**src/rtl/mem_dump_unit.sv**
```systemverilog
// mem_dump_unit
//
// Memory unloader. Acts as an initiator on the RAM's MFA/MOC port: it reads a
// contiguous run of 32-bit words starting at a word-aligned byte address and
// presents each word on a valid/ready stream, one word at a time.
//
// Ports
//   main_clk     sole clock, rising edge
//   reset        asynchronous, active-low reset
//   start        begin a dump (sampled only while idle)
//   base_addr    first byte address; low two bits ignored
//   word_count   number of words to read, 0..128
//   busy         dump in progress (request/hold phases)
//   done         one-cycle pulse at the end of every dump, aborted or not
//   err          set on a memory timeout, cleared by the next accepted start
//   mem_mfa      memory function active (request)
//   mem_rw       always 1 (read)
//   mem_size     always 2'b10 (word)
//   mem_addr     byte address of the current request
//   mem_data_in  RAM read data, valid with mem_moc
//   mem_moc      memory operation complete
//   out_valid    out_data/out_addr hold a word
//   out_data     captured word, big-endian as delivered by the RAM
//   out_addr     address of the word on out_data
//   out_ready    consumer accepts the word when out_valid is also high
module mem_dump_unit #(
    parameter int ADDR_WIDTH = 9,
    parameter int TIMEOUT    = 15
) (
    input  logic                  main_clk,
    input  logic                  reset,
    input  logic                  start,
    input  logic [ADDR_WIDTH-1:0] base_addr,
    input  logic [7:0]            word_count,
    output logic                  busy,
    output logic                  done,
    output logic                  err,
    output logic                  mem_mfa,
    output logic                  mem_rw,
    output logic [1:0]            mem_size,
    output logic [ADDR_WIDTH-1:0] mem_addr,
    input  logic [31:0]           mem_data_in,
    input  logic                  mem_moc,
    output logic                  out_valid,
    output logic [31:0]           out_data,
    output logic [ADDR_WIDTH-1:0] out_addr,
    input  logic                  out_ready
);

    localparam int TW = $clog2(TIMEOUT + 1);
    localparam logic [TW-1:0] TMO_LAST = TW'(TIMEOUT);

    localparam logic [1:0] S_IDLE = 2'd0;
    localparam logic [1:0] S_REQ  = 2'd1;
    localparam logic [1:0] S_HOLD = 2'd2;
    localparam logic [1:0] S_DONE = 2'd3;

    logic [1:0]            state;
    logic [ADDR_WIDTH-1:0] addr;
    logic [7:0]            remaining;
    logic [TW-1:0]         tmo_cnt;

    // The byte-offset bits of base_addr are deliberately discarded.
    logic unused_base_bits;
    assign unused_base_bits = ^base_addr[1:0];

    // Handshake outputs are pure state decodes so an asynchronous reset drops
    // them immediately and nothing combinational leaks from mem_moc/out_ready.
    assign mem_mfa   = (state == S_REQ);
    assign out_valid = (state == S_HOLD);
    assign busy      = (state == S_REQ) || (state == S_HOLD);
    assign done      = (state == S_DONE);
    assign mem_addr  = addr;
    assign mem_rw    = 1'b1;
    assign mem_size  = 2'b10;

    always_ff @(posedge main_clk or negedge reset) begin
        if (!reset) begin
            state     <= S_IDLE;
            addr      <= '0;
            remaining <= '0;
            tmo_cnt   <= '0;
            err       <= 1'b0;
            out_data  <= '0;
            out_addr  <= '0;
        end else begin
            case (state)
                S_IDLE: begin
                    if (start) begin
                        err <= 1'b0;
                        if (word_count != 8'd0) begin
                            addr      <= {base_addr[ADDR_WIDTH-1:2], 2'b00};
                            remaining <= word_count;
                            tmo_cnt   <= '0;
                            state     <= S_REQ;
                        end else begin
                            state <= S_DONE;
                        end
                    end
                end
                S_REQ: begin
                    // A completion arriving on the last allowed cycle still
                    // wins over the timeout.
                    if (mem_moc) begin
                        out_data <= mem_data_in;
                        out_addr <= addr;
                        state    <= S_HOLD;
                    end else if (tmo_cnt == TMO_LAST) begin
                        err   <= 1'b1;
                        state <= S_DONE;
                    end else begin
                        tmo_cnt <= tmo_cnt + 1'b1;
                    end
                end
                S_HOLD: begin
                    if (out_ready) begin
                        remaining <= remaining - 8'd1;
                        addr      <= addr + ADDR_WIDTH'(4);
                        if (remaining == 8'd1) begin
                            state <= S_DONE;
                        end else begin
                            tmo_cnt <= '0;
                            state   <= S_REQ;
                        end
                    end
                end
                S_DONE: begin
                    state <= S_IDLE;
                end
                default: begin
                    state <= S_IDLE;
                end
            endcase
        end
    end

endmodule

```
**config.mk**
```make
export PLATFORM = sky130hd
export DESIGN_NAME = mem_dump_unit
export DESIGN_NICKNAME = d
export VERILOG_FILES = /design/src/rtl/mem_dump_unit.sv
export SDC_FILE = /design/constraint.sdc
export NUM_CORES = 1
export LEC_CHECK = 0
export ABC_AREA = 1
export ABC_CLOCK_PERIOD_IN_PS = 2150
export BUFFER_PORTS_ARGS = -buffer_cell sky130_fd_sc_hd__buf_2
export CORE_MARGIN = 10
export CORE_UTILIZATION = 25
export DETAILED_ROUTE_END_ITERATION = 7
export PLACE_DENSITY_LB_ADDON = 0.3
export SLEW_MARGIN = 30
export SYNTH_ARGS = -nofsm -noshare
export SYNTH_HDL_FRONTEND = slang
export SYNTH_SLANG_ARGS = --single-unit
```
**constraint.sdc**
```tcl
create_clock -name main_clk -period 2.15 [get_ports main_clk]
set_input_delay 0.215 -clock main_clk [delete_from_list [all_inputs] [get_ports main_clk]]
set_output_delay 0.215 -clock main_clk [all_outputs]
set_load 0.005 [all_outputs]
```
==> run_results.csv, run 1 <==
group,metric,value,unit
drt,drc,0,
layout,final_area,4105,sq um
placement,portBuffers,102,
layout,layout_common_cells,"nand2_1, buf_2, dfrtp_1",
global_routing,busiest_layer,"met2",
synth,ys_warn_count,0,
global_routing,antenna_found_initial,0,
timing,timing.final.crit_period,1.861,ns
setup_path,required,2.36,ns
pwr,power,6.019,mW
global_routing,grt_pass1_vias,3023,
setup_path,path_class,"register to register",
pwr,power_leakage,2.257,nW
die,fp-row-count,41,
timing,rsz0062_at_grt,"false",
timing,fin_skew,0.004192,ns
layout,final_common_cell,"nand2_1",
clock_network,clkLatencyLatePin,0.32,ns
drt,wl,8.693,mm
global_routing,grt_use_met1,12.73,%
placement,dpl_cell_area,3829,sq um
pwr,ir_drop,445.2,uV
die,start_util,25.32,%
layout,fin_nets,576,
global_routing,grt.overflow.total,0,
drt,drtIter0Drc,129,
global_routing,met3_usage,4.012,%
timing,relSlewSlack,59.24,%
hold_path,worstHoldPathType,"input port to register",
global_routing,track_usage,10.29,%
flow_run,maxCapViolations,0,
global_routing,grt_pass1_wl,14.97,mm
clock_network,cts_root_buf,"clkbuf_16",
timing,fmax,537.2,MHz
clock_network,postCtsHoldBufs,1,
pwr,powerDensity,1466,nW/um^2
clock_network,cts_resized,0,
drt,vias,2854,
clock_network,clkTransAtPathRegs,0.05,ns
drt,ant_nets,0,
setup_path,cp_max_fo,13,
clock_network,cts_tree,"yes",
timing,setup_violations,0,
clock_network,cts_max_level,3,
synth,synth_seq_cells,61,
clock_network,numCtsBuffers,9,
drt,post_drt_wl_per_cell,12.62,microns
layout,drive_gt1_share,27.85,%
layout,fillers,1389,
placement,place.gp.congestion,0.7990,
placement,hpwlAfterDp,6.676,mm
timing,hold_viol,0,
layout,syn_to_final_growth,29.53,%
timing,fin_crit_sh,86.58,%
timing,tns,0,ns
timing,worst_pin_slew,0.6114,ns
clock_network,cts_buffer_depth,2,
clock_network,post-cts-setup-buffers,0,
die,core,12520,sq um
die,die_h,132.6,microns
clock_network,cts_sinks,61,
drt,detail_route.vias_per_cell,4.142,
setup_path,cp-start-kind,"register",
synth,syn_avg_cell_area,7.711,sq um
synth,syn_inst,411,
synth,synth_area,3169,sq um
timing,finalMaxSlewViolations,0,
die,io_pins,112,
setup_path,cp-end-kind,"register",
die,die-area,17580,sq um
synth,synth_cell_types,28,
layout,diodes,0,
die,chipWidth,132.6,microns
drt,drt-pass1-iter-count,4,
synth,synth-seq-area-share,48.16,%
global_routing,grt_max_degree,47,
global_routing,met2_usage,15.96,%
setup_path,critPathArrivalTime,2.07,ns
outcome,status,"complete, no violations",
-- cells by family (layout without fill, tap and decap cells) --
kind of cell,Yosys count,in the layout,share of synthesized area [%]
buf+inv,48,149,7.343
fa+ha+maj,8,8,3.158
other cells,2,7,0.2370
compound gates,34,34,6.751
simple gates,258,258,34.35
flops,61,61,48.16
-- where the power goes --
part / switching [mW] / internal [mW]
sequential: 0.366 / 1.67
combinational: 1.64 / 1.05
clock: 0.466 / 0.824
-- path summary, 6_finish.rpt --
| path | end | from | cells past startpoint | slack, ns |
|---|---|---|---|---|
| setup reg to reg | tmo_cnt[2] | state[0] | 9 | 0.29 |
| min in group asynchronous | state[1] | reset | 2 | 0.46 |
| max in group asynchronous | out_data[9] | reset | 3 | 1.07 |
| hold reg to reg | out_data[15] | out_data[15] | 2 | 0.47 |
| hold / removal | out_data[16] | mem_data_in[16] | 3 | 0.09 |
| setup / recovery | tmo_cnt[2] | state[0] | 9 | 0.29 |
-- metal layers --
| metal | wire length, microns | vias to the layer above |
|---|---|---|
| li1 | - | 1477 |
| met1 | 4144 | 1294 |
| met2 | 3889 | 74 |
| met3 | 584 | 9 |
| met4 | 75 | 0 |
| met5 | 0 | - |
-- area by class of cell --
cell class	count	area, sq um	area share [%]
flip-flops and latches	61	1526	37.18
repair buffers	107	563.0	13.72
well taps	172	215.2	5.242
inverters	28	105.1	2.560
clock buffers	12	256.5	6.248
clock inverters	2	10.01	0.2438
multi-input cells	307	1429	34.81
-- state kept, by name (all words and copies together) (netlist names) --
register	cells
out_data	32
remaining	8
mem_addr	7
out_addr	7
tmo_cnt	4
state	2
err	1
-- worst max-delay path: stages (launching register included) --
cell     delay (ns)
dfrtp_1        0.38
inv_1          0.09
ha_1           0.34
buf_4          0.25
nand3_1        0.11
nor2_1         0.05
nor2_1         0.26
nand2_2        0.13
nand2_1        0.08
nand2_1        0.05
-- synth_stat cells --
| cell type | number | share of area, % |
|---|---|---|
| o21ai_2 | 10 | 2.8 |
| ha_1 | 8 | 3.2 |
| nor2_4 | 3 | 1.1 |
| o21ai_1 | 8 | 1.3 |
| nand3_1 | 22 | 3.5 |
| nand3b_1 | 1 | 0.24 |
| buf_1 | 3 | 0.36 |
| a31oi_1 | 1 | 0.20 |
| nand2_1 | 181 | 21 |
| inv_1 | 25 | 3.0 |
| dfrtp_1 | 61 | 48 |
| nor2_1 | 36 | 4.3 |
| buf_2 | 5 | 0.79 |
| nand2_4 | 3 | 1.1 |
| nor2_2 | 1 | 0.20 |
| nor2_8 | 1 | 0.63 |
| nand2_2 | 4 | 0.79 |
| nand4_1 | 5 | 0.99 |
| or2_1 | 1 | 0.20 |
| buf_4 | 8 | 1.9 |
| o31ai_1 | 1 | 0.24 |
| conb_1 | 2 | 0.24 |
| a21o_1 | 1 | 0.24 |
| buf_12 | 1 | 0.63 |
| a21oi_1 | 3 | 0.47 |
| inv_2 | 3 | 0.36 |
| o21ai_0 | 10 | 1.6 |
| clkbuf_1 | 3 | 0.36 |
-- metrics by stage --
stage,hold WS (ns),std cells,setup slack [ns],utilization [%]
finish,0.08604,689,0.2886,32.80
global route,0.08527,689,0.1182,32.80
CTS,0.07219,689,0.2856,32.80
detailed placement,0.2731,674,0.3014,30.59
global placement,0.2728,674,0.3211,30.59
floorplan,-0.08059,416,0.5913,-
No activity file was read; power rests on OpenSTA's default activity.
==> run 2, diff against run 1 <==
Settings changed: CORE_UTILIZATION 25 to 50.
==> run_results.csv, run 2 (synthesized netlist as in run 1, its figures left out) <==
group,metric,value,unit
timing,relSlewSlack,62.31,%
drt,drtIter0Drc,142,
layout,top_register,"out_data",
die,chipWidth,99.62,microns
pwr,p_sw_share,41.72,%
flow_run,maxCapViolations,0,
die,die-area,9923,sq um
setup_path,max_stage_delay,0.40,ns
timing,fin_skew,0.007614,ns
global_routing,grt.overflow.total,0,
hold_path,min_from,"mem_data_in[18]",
drt,ant_nets,0,
outcome,status,"complete, no violations",
setup_path,critPathArrivalTime,2.06,ns
setup_path,cp-start-kind,"register",
layout,diodes,0,
global_routing,grt_max_degree,47,
layout,largest_reg_flops,32,
timing,holdWs,0.06538,ns
drt,detail_route.vias_per_cell,4.855,
drt,wl,7.954,mm
pwr,p_int,3.410,mW
layout,final_common_cell,"nand2_1",
global_routing,grt_pass1_vias,2755,
placement,place.gp.congestion,0.8308,
die,core,6026,sq um
global_routing,grt_pass1_wl,13.08,mm
timing,tns,0,ns
placement,portBuffers,102,
setup_path,cp-endpoint,"mem_addr[6]",
clock_network,numCtsBuffers,9,
clock_network,cts_tree,"yes",
layout,final_area,3949,sq um
layout,syn_to_final_growth,24.60,%
setup_path,cp-startpoint,"state[0]",
pwr,powerDensity,1482,nW/um^2
layout,layout.cells.non_filler,595,
drt,post_drt_wl_per_cell,13.37,microns
drt,vias,2889,
pwr,power,5.851,mW
layout,top_regs,"out_data: 32 flops, remaining: 8 flops",
layout,fin_nets,577,
die,fp-row-count,28,
clock_network,cts_max_level,3,
layout,drive_gt1_share,28.46,%
pwr,p_comb_share,45.8,%
die,io_pins,112,
setup_path,rrSetupSlack,0.36,ns
timing,fin_crit_sh,83.38,%
pwr,ir_drop,737.7,uV
hold_path,hold_depth,3,
clock_network,cts_buffer_depth,2,
die,die_h,99.62,microns
global_routing,antenna_found_initial,0,
drt,drt-pass1-iter-count,4,
placement,hpwlAfterDp,6.067,mm
placement,place_ws,0.3864,ns
pwr,p_clk_share,19.4,%
setup_path,path_buf_inv,2,
clock_network,clkLatencyLatePin,0.34,ns
timing,setup_violations,0,
timing,hold_viol,0,
setup_path,crit_chain,"inv_1 > ha_1 > nand2_2 > nand2_4 > nor2_4 > inv_2 > nor2_8 > nand2_1 > o21ai_2",
setup_path,r2r_cells,9,
setup_path,required,2.41,ns
timing,setup_ws,0.3573,ns
pwr,p_switching,2.441,mW
die,start_util,52.60,%
layout,layout_common_cells,"nand2_1, buf_2, dfrtp_1",
clock_network,cts_sinks,61,
clock_network,clkTransAtPathRegs,0.07,ns
timing,finalMaxSlewViolations,0,
setup_path,cp_top_family,"simple AND/OR/NAND/NOR gates",
setup_path,cp_max_fo,19,
pwr,power_leakage,2.239,nW
timing,timing.final.crit_period,1.793,ns
global_routing,track_usage,15.91,%
clock_network,cts_resized,0,
timing,worst_pin_slew,0.5654,ns
timing,fmax,557.8,MHz
setup_path,reg2reg_to,"mem_addr[6]",
placement,dpl_cell_area,3715,sq um
setup_path,cp-end-kind,"register",
layout,utilization,65.53,%
layout,fillers,518,
setup_path,cp.depth,9,
setup_path,path_class,"register to register",
setup_path,crit_slowest_cell,"dfrtp_1",
drt,drc,0,
pwr,seqPwrFrac,34.7,%
clock_network,cts_root_buf,"clkbuf_8",
setup_path,reg2reg_from,"state[0]",
hold_path,worstHoldPathType,"input port to register",
placement,placed_cells,578,
timing,rsz0062_at_grt,"false",
## run 2: cell count changes in the layout (fill, tap and decap cells not counted), sizes merged
cell | before | now
buf | 106 | 107
bufinv | 0 | 2
clkinvlp | 0 | 1
clkbuf | 12 | 10
clkinv | 2 | 3
## run 2: timing repair
| action | in CTS | in global routing |
|---|---|---|
| setup buffers | 0 | 0 |
| endpoints found under the hold margin | 23 | 0 |
| hold buffers | 1 | 0 |
## run 2: worst min-delay path by stage
stage / end / slack (ns)
2_1_floorplan: err / -0.08
3_3_place_gp: remaining[5] / 0.24
3_5_place_dp: remaining[5] / 0.24
4_1_cts: out_data[16] / 0.05
5_1_grt: out_data[18] / 0.06
6_report: out_data[18] / 0.07
## run 2: cell type report
cell class | count | area (sq um) | share of cell area [%]
Clock buffer | 10 | 137.6 | 3.485
Clock inverter | 6 | 86.33 | 2.186
Inverter | 28 | 105.1 | 2.662
Multi-Input combinational cell | 307 | 1429 | 36.19
Sequential cell | 61 | 1526 | 38.66
Tap cell | 75 | 93.84 | 2.376
Timing Repair Buffer | 108 | 570.5 | 14.45
## run 2: layer usage
metal  track usage, %  vias to the layer above  part of all wire (%)
met4            7.497                        0                   2.1
met2            25.70                       95                    48
li1                 -                     1477                     -
met5                0                        -                     0
met1            19.10                     1301                    42
met3            4.498                       16                   7.4
## run 2: worst register-to-register path, stage by stage (launching register included)
cell and delay (ns):
dfrtp_1 0.40, inv_1 0.09, ha_1 0.30, nand2_2 0.16, nand2_4 0.07, nor2_4 0.10, inv_2 0.07, nor2_8 0.32
nand2_1 0.15, o21ai_2 0.07
## run 2: power by group through the flow
stage	Clock, mW	Sequential [mW]	Combinational, mW
final	1.14	2.03	2.68
after global routing	1.21	2.11	3.10
after CTS	1.16	2.03	2.74
after detailed placement	0	2.05	2.72
after global placement	0	2.02	2.64
after floorplan	0	2.04	1.85
==> run 3, diff against run 2 <==
Settings changed: ABC_CLOCK_PERIOD_IN_PS 2150 to 1600, CORE_UTILIZATION 50 to 45.
Clock period 2.15 ns to 1.6 ns, I/O delays scaled along.
==> run_results.csv, run 3 (synthesized netlist as in run 1, its figures left out) <==
group,metric,value,unit
outcome,status,"complete, no violations",
drt,ant_nets,0,
setup_path,reg2reg_to,"tmo_cnt[0]",
die,die_h,103.9,microns
global_routing,grt_pass1_vias,2813,
layout,drive_gt1_share,31.59,%
pwr,ir_drop,946.6,uV
setup_path,reg2reg_from,"state[0]",
die,io_pins,112,
clock_network,cts_root_buf,"clkbuf_8",
timing,tns,0,ns
placement,hpwlAfterDp,6.116,mm
placement,placed_cells,611,
setup_path,r2r_cells,11,
clock_network,cts_sinks,61,
global_routing,grt_pass1_wl,13.63,mm
layout,utilization,60.90,%
setup_path,max_stage_delay,0.39,ns
setup_path,cp-start-kind,"register",
setup_path,crit_chain,"inv_2 > ha_4 > buf_6 > inv_2 > nor2_1 > nor2_1 > nand2_1 > nor2_4 > nand2_2 > nand2_1 > nand2_1",
timing,setup_violations,0,
setup_path,cp_max_fo,5,
pwr,seqPwrFrac,32.6,%
pwr,p_int,4.993,mW
timing,hold_viol,0,
clock_network,cts_tree,"yes",
placement,place_ws,-0.01527,ns
setup_path,required,1.81,ns
layout,fillers,657,
drt,drtIter0Drc,108,
timing,fin_skew,0.008282,ns
timing,rsz0062_at_grt,"true",
hold_path,worstHoldPathType,"input port to register",
setup_path,crit_top_cell,"nand2_1",
global_routing,antenna_found_initial,0,
layout,fin_nets,593,
clock_network,numCtsBuffers,9,
drt,drc,0,
drt,drt-pass1-iter-count,4,
timing,holdWs,0.02693,ns
hold_path,hold_depth,3,
hold_path,min_to,"out_data[12]",
setup_path,rrSetupSlack,0.06,ns
layout,regArea,1526,sq um
die,chipWidth,103.9,microns
layout,diodes,0,
pwr,powerDensity,2016,nW/um^2
setup_path,cp-end-kind,"register",
timing,fin_crit_sh,96.46,%
layout,multiInputGateArea,1466,sq um
timing,timing.final.crit_period,1.543,ns
clock_network,cts_buffer_depth,2,
global_routing,grt.overflow.total,0,
timing,setup_ws,0.05668,ns
layout,layout_common_cells,"nand2_1, buf_2, dfrtp_1",
pwr,p_comb_share,49.7,%
placement,place.gp.congestion,0.8046,
setup_path,critPathArrivalTime,1.75,ns
drt,vias,2888,
layout,top_regs,"out_data: 32 flops, remaining: 8 flops",
hold_path,min_from,"mem_data_in[12]",
global_routing,grt_max_degree,62,
clock_network,clkLatencyLatePin,0.32,ns
die,core,6832,sq um
pwr,power_leakage,2.327,nW
flow_run,maxCapViolations,0,
drt,wl,8.206,mm
setup_path,crit_slowest_cell,"dfrtp_1",
pwr,p_switching,3.394,mW
timing,finalMaxSlewViolations,0,
pwr,p_clk_share,17.7,%
layout,final_common_cell,"nand2_1",
drt,post_drt_wl_per_cell,13.00,microns
layout,largest_reg_flops,32,
pwr,p_sw_share,40.47,%
placement,portBuffers,102,
clock_network,cts_max_level,3,
global_routing,track_usage,15.01,%
timing,fmax,648.0,MHz
layout,layout.cells.non_filler,631,
die,fp-row-count,30,
layout,top_register,"out_data",
setup_path,path_class,"register to register",
clock_network,clkTransAtPathRegs,0.07,ns
layout,syn_to_final_growth,31.27,%
die,start_util,46.39,%
drt,detail_route.vias_per_cell,4.577,
die,die-area,10800,sq um
run 3: changes by cell type in the layout (fill, tap and decap cells not counted), sizes merged:
cell	previous run	this run
clkinv	3	1
buf	107	122
clkbuf	10	12
run 3: routing by layer:
| layer | part of all wire, % | GRT usage (%) | wire length (microns) |
|---|---|---|---|
| met5 | 0 | 0 | 0 |
| met1 | 44 | 18.51 | 3584 |
| met4 | 0.99 | 4.175 | 81 |
| met2 | 49 | 25.00 | 4033 |
| met3 | 6.2 | 4.213 | 506 |
run 3: through the flow:
stage,instance area [sq um],total power [mW]
6_report,4160,8.387
5_1_grt,4160,9.149
4_1_cts,4073,8.207
3_5_place_dp,3844,6.678
3_3_place_gp,3844,6.543
2_1_floorplan,3188,5.231
run 3: power groups by stage:
stage                     clock network, mW  logic [mW]  registers, mW
after floorplan                           0        2.48           2.75
after global placement                    0        3.83           2.71
after detailed placement                  0        3.94           2.74
after CTS                              1.52        3.96           2.72
after global routing                   1.60        4.72           2.83
final                                  1.48        4.17           2.74
run 3: worst max path at each step:
stage,startpoint,depth (start not counted),slack [ns],to
2_1_floorplan,state[0],11,0.04,tmo_cnt[2]
3_3_place_gp,state[0],10,0.007,tmo_cnt[3]
3_5_place_dp,state[0],10,-0.02,remaining[2]
4_1_cts,state[0],5,0.03,out_valid
5_1_grt,state[0],11,-0.05,tmo_cnt[2]
6_report,state[0],11,0.06,tmo_cnt[0]
run 3: cell type report:
type	instances	share of cell area [%]
flip-flops and latches	61	36.69
multi-input cells	307	35.25
repair buffers	124	17.50
clock buffers	11	3.399
well taps	96	2.887
inverters	28	2.526
clock inverters	4	1.744
run 3: worst max-delay path: cells and delay by family, from the launching register on:
family        cells  cell delay (ns)
flops             1             0.39
buf+inv           3             0.26
simple gates      7             0.62
fa+ha+maj         1             0.17
run 3: repair_timing:
action | 4_1_cts | 5_1_grt
endpoints found under the hold margin | 61 | 0
cloned | 0 | 1
resized for setup | 2 | 10
setup endpoints to repair | 14 | 57
pin swaps | 1 | 6
buffers inserted | 0 | 3
hold buffers | 1 | 0
